<file path="config.mk">
export PLATFORM = sky130hd
export DESIGN_NAME = serializer_8to1
export DESIGN_NICKNAME = d
export VERILOG_FILES = /design/src/rtl/serializer_8to1.sv
export SDC_FILE = /design/constraint.sdc
export NUM_CORES = 1
export LEC_CHECK = 0
export CAP_MARGIN = 10
export CORE_AREA = 5 5 51 53
export DETAILED_ROUTE_END_ITERATION = 10
export DIE_AREA = 0 0 56 58
export PLACE_DENSITY = 0.73
export SYNTH_ARGS = -nofsm -noshare
export SYNTH_HDL_FRONTEND = slang
export SYNTH_SLANG_ARGS = --single-unit
</file>
<file path="constraint.sdc">
create_clock -name clk -period 2.3 [get_ports clk]
set_input_delay 0.46 -clock clk [delete_from_list [all_inputs] [get_ports clk]]
set_output_delay 0.46 -clock clk [all_outputs]
set_load 0.05 [all_outputs]
</file>
<file path="src/rtl/serializer_8to1.sv">
// Parallel-to-serial converter: accepts words over valid/ready and shifts them out LSB-first.
// A one-word holding register lets consecutive words stream with no idle serial cycle.
module serializer_8to1 #(
    parameter int WIDTH = 8
) (
    input  logic             clk,
    input  logic             rst_n,
    input  logic [WIDTH-1:0] datain,
    input  logic             validIn,
    output logic             readyIn,
    output logic             dataout,
    output logic             validOut,
    output logic             busy
);

    localparam int CW = (WIDTH > 1) ? $clog2(WIDTH) : 1;
    localparam logic [CW-1:0] LAST = CW'(WIDTH - 1);

    typedef enum logic {
        IDLE,
        SHIFT
    } state_t;

    state_t           state, state_n;
    logic [WIDTH-1:0] shreg, shreg_n;
    logic [CW-1:0]    bitcnt, bitcnt_n;
    logic [WIDTH-1:0] hold, hold_n;
    logic             hold_full, hold_full_n;
    logic             accept;

    // readyIn depends on registered state only, so there is no validIn-to-readyIn path.
    assign readyIn  = !hold_full;
    assign accept   = validIn && readyIn;
    assign validOut = (state == SHIFT);
    assign dataout  = (state == SHIFT) && shreg[0];
    assign busy     = (state == SHIFT) || hold_full;

    // NOTE: data registers are reset too, so no X can ever reach dataout or be reloaded from hold.
    always_ff @(posedge clk or negedge rst_n) begin
        if (!rst_n) begin
            state     <= IDLE;
            shreg     <= '0;
            bitcnt    <= '0;
            hold      <= '0;
            hold_full <= 1'b0;
        end else begin
            state     <= state_n;
            shreg     <= shreg_n;
            bitcnt    <= bitcnt_n;
            hold      <= hold_n;
            hold_full <= hold_full_n;
        end
    end

    // NOTE: every next-state variable gets a default first; without it this block would infer latches.
    always_comb begin
        state_n     = state;
        shreg_n     = shreg;
        bitcnt_n    = bitcnt;
        hold_n      = hold;
        hold_full_n = hold_full;

        case (state)
            IDLE: begin
                if (accept) begin
                    shreg_n  = datain;
                    bitcnt_n = '0;
                    state_n  = SHIFT;
                end
            end
            SHIFT: begin
                if (bitcnt == LAST) begin
                    // Held word has priority; readyIn is low then, so no accept can collide.
                    if (hold_full) begin
                        shreg_n     = hold;
                        hold_full_n = 1'b0;
                        bitcnt_n    = '0;
                    end else if (accept) begin
                        shreg_n  = datain;
                        bitcnt_n = '0;
                    end else begin
                        shreg_n  = {1'b0, shreg[WIDTH-1:1]};
                        bitcnt_n = bitcnt + 1'b1;
                        state_n  = IDLE;
                    end
                end else begin
                    shreg_n  = {1'b0, shreg[WIDTH-1:1]};
                    bitcnt_n = bitcnt + 1'b1;
                    if (accept) begin
                        hold_n      = datain;
                        hold_full_n = 1'b1;
                    end
                end
            end
            default: state_n = IDLE;
        endcase
    end

endmodule

</file>
==> metrics.md <==
| Metric | Value |
|---|---|
| Synth top area share | `0.521` |
| Final wirelength | `2180 um` |
| Tcrit/Tclk final | `0.934` |
| CTS tree | `done` |
| Met1 Resource Use GR | `0.174` |
| Final TNS setup | `0 ns` |
| Pre-Repair DR Iteration Count | `5` |
| Worst setup EP type | `primary output` |
| Slowest-stage cell, CP | `clkdlybuf4s50_1` |
| Grt ovf | `0` |
| Hold WC Path Type | `input port to asynchronous set/reset pin` |
| FP Rows | `17` |
| Ys Warns | `0` |
| Antenna Cells | `0` |
| Initial Util | `0.479` |
| Mapped Cells | `86` |
| Post-route insts no fill | `134` |
| Max VDD drop | `696 uV` |
| Die X | `56 um` |
| Max-cap violations | `0` |
| Met3 usage | `0.0334` |
| DR WL/cell | `16.3 um` |
| Initial antenna violation count | `0` |
| Period minus WS final | `2.15 ns` |
| Placed cells | `130` |
| Hold Fails Final Rpt | `0` |
| Met2 usage | `0.264` |
| Full die area | `3250 sq um` |
| Number of global-route vias before repair | `871` |
| Unrepaired setup endpoints after global routing | `false` |
| Crit path max-delay family | `buffers and inverters` |
| Lkg Pwr | `0.523 nW` |
| Run status | `completed` |
| Vias | `786` |
| Clock-pin slew on the worst setup and hold paths | `0.12 ns` |
| Hpwl dp | `1530 um` |
| Top cell type by total area after synthesis | `dfrtp_1` |
| Skew-Pair Late Insertion Delay | `0.31 ns` |
| Placeable Area | `2110 sq um` |
| GRT busiest layer | `met2` |
| DRT antenna net count | `0` |
| Layout cell share with drive strength beyond 1 | `0.245` |
| Crit path cell chain | `clkinv_1 -> clkdlybuf4s50_1` |
| Pin count of the biggest net entering global routing | `22` |
| Clk buf depth | `2` |
| Setup-failing EPs final | `0` |
| PostCTS Resize Cnt | `0` |
| Post-Syn Area | `1010 sq um` |
| CP Class | `flop to primary output` |
| Worst clock skew | `0.00133 ns` |
| Setup crit start kind | `flop` |
| Total Routing Usage GR | `0.149` |
| WP data required | `1.84 ns` |
| CTS hold repair buffers | `0` |
| Fin util | `0.578` |
| Synth top area cells | `dfrtp_1 (52%), mux2_2 (10%), a222oi_1 (6.0%), a21oi_1 (5.0%), ha_1 (2.5%)` |
| Mean Syn Cell Area | `11.7 sq um` |
| Slew HR | `0.665` |
| CP arrival | `1.69 ns` |
| CP bufs+invs | `2` |
| Net count after synthesis | `99` |
| P&R area growth vs syn | `20.7%` |
| FF+latch count, synth | `21` |
| Largest stage delay on the critical path | `0.80 ns` |
| Total Nets Final | `120` |
| Vert. Die Dim | `58 um` |
| Final GP Congestion | `0.815` |
| F_max | `466 MHz` |
| Clock sinks | `21` |
| IO Port Bufs | `14` |
| Fin. max-slew vios | `0` |
| CTS root buf | `clkbuf_4` |
| Yosys cell types | `24` |
| Worst-Margin Slew | `0.500 ns` |
| Postcts setup bufs | `0` |
| H-tree Lvls | `1` |
| Vias/cell | `5.87` |
| Seq/Total Area, Yosys | `0.521` |
| IO Pins | `15` |
| Pwr/cell area | `1180 nW/um^2` |
| DRC errors left | `0` |
| First-pass GRT wire length | `3840 um` |
| Num CTS Buffers | `3` |
| Starting DRC count in detailed routing | `35` |
| Worst-path maximum fanout | `8` |
==> cells by family after synthesis <==
group / after synthesis / share of synthesized area
muxes: 9 / 0.100
DFF: 21 / 0.521
and+or+nand+nor: 20 / 0.132
AOI/OAI and AO/OA: 28 / 0.185
buffers and inverters: 6 / 0.0372
adders and majority gates: 2 / 0.0248
==> final timing paths <==
kind                                             from  slack (ns)  cells past startpoint                    to
max in group asynchronous                       rst_n        1.60                      2  shreg[2]$_DFFE_PN0P_
worst min register to register    hold[4]$_DFFE_PN0P_        0.53                      1   hold[4]$_DFFE_PN0P_
worst max-delay path            hold_full$_DFFE_PN0P_        0.15                      2               readyIn
worst min-delay path                            rst_n        0.48                      2    validOut$_DFF_PN0_
worst max register to register  bitcnt[0]$_DFFE_PN0P_        0.60                      5   hold[5]$_DFFE_PN0P_
min in group clk                  hold[4]$_DFFE_PN0P_        0.53                      1   hold[4]$_DFFE_PN0P_
==> layout make-up <==
type                       instances  area [sq um]
clock buffer                       3          22.5
clock inverter                     1          5.00
fill                             185           888
inverter                           3          11.3
multi-input combinational         59           445
sequential                        21           526
tap                               28          35.0
timing repair buffer              19           173
==> sequential cells by signal (all words and copies together) (netlist names) <==
name,flops
hold_full,1
bitcnt,3
hold,8
shreg,8
validOut,1
==> stage by stage <==
stage / power, mW / hold slack [ns] / setup slack (ns) / instance area, sq um
detailed placement: 1.26 / 0.496 / 0.253 / 1190
global placement: 1.24 / 0.474 / 0.293 / 1190
finish: 1.43 / 0.477 / 0.153 / 1220
CTS: 1.44 / 0.487 / 0.144 / 1220
floorplan: 1.09 / 0.164 / 0.394 / 1010
global route: 1.54 / 0.504 / 0.0600 / 1220
==> Yosys cell counts (all sizes together) <==
library cell / n
dfrtp: 21
a21oi: 10
mux2: 9
o21ai: 8
a222oi: 6
nand2: 4
nor2b: 4
a22o: 3
and2: 3
and2b: 2
buf: 2
ha: 2
inv: 2
nand3: 2
nor2: 2
a22oi: 1
clkbuf: 1
clkinv: 1
nand2b: 1
nor3b: 1
or2: 1
==> layer usage <==
| layer | part of all wire | routed length, um |
|---|---|---|
| met4 | 0.019 | 41 |
| met5 | 0 | 0 |
| met2 | 0.50 | 1090 |
| met3 | 0.055 | 120 |
| met1 | 0.43 | 936 |
==> power by group <==
part           switching (mW)  internal, mW
clock                   0.117        0.0650
sequential              0.102         0.529
combinational           0.304         0.315
total                   0.523         0.909
==> layout by cell type, fill, tap and decap left out, drive strengths merged, types with 2 or more instances in the layout <==
cell / Yosys / final
ha: 2 / 2
nor2: 2 / 2
clkdlybuf4s50: 0 / 12
nand3: 2 / 2
a22o: 3 / 3
o21ai: 8 / 8
clkinv: 1 / 2
and2: 3 / 3
a21oi: 10 / 10
clkbuf: 1 / 3
dfrtp: 21 / 21
nand2: 4 / 4
inv: 2 / 2
buf: 2 / 7
and2b: 2 / 2
mux2: 9 / 9
nor2b: 4 / 4
a222oi: 6 / 6
Note: power is estimated with default switching activity, not from simulation.
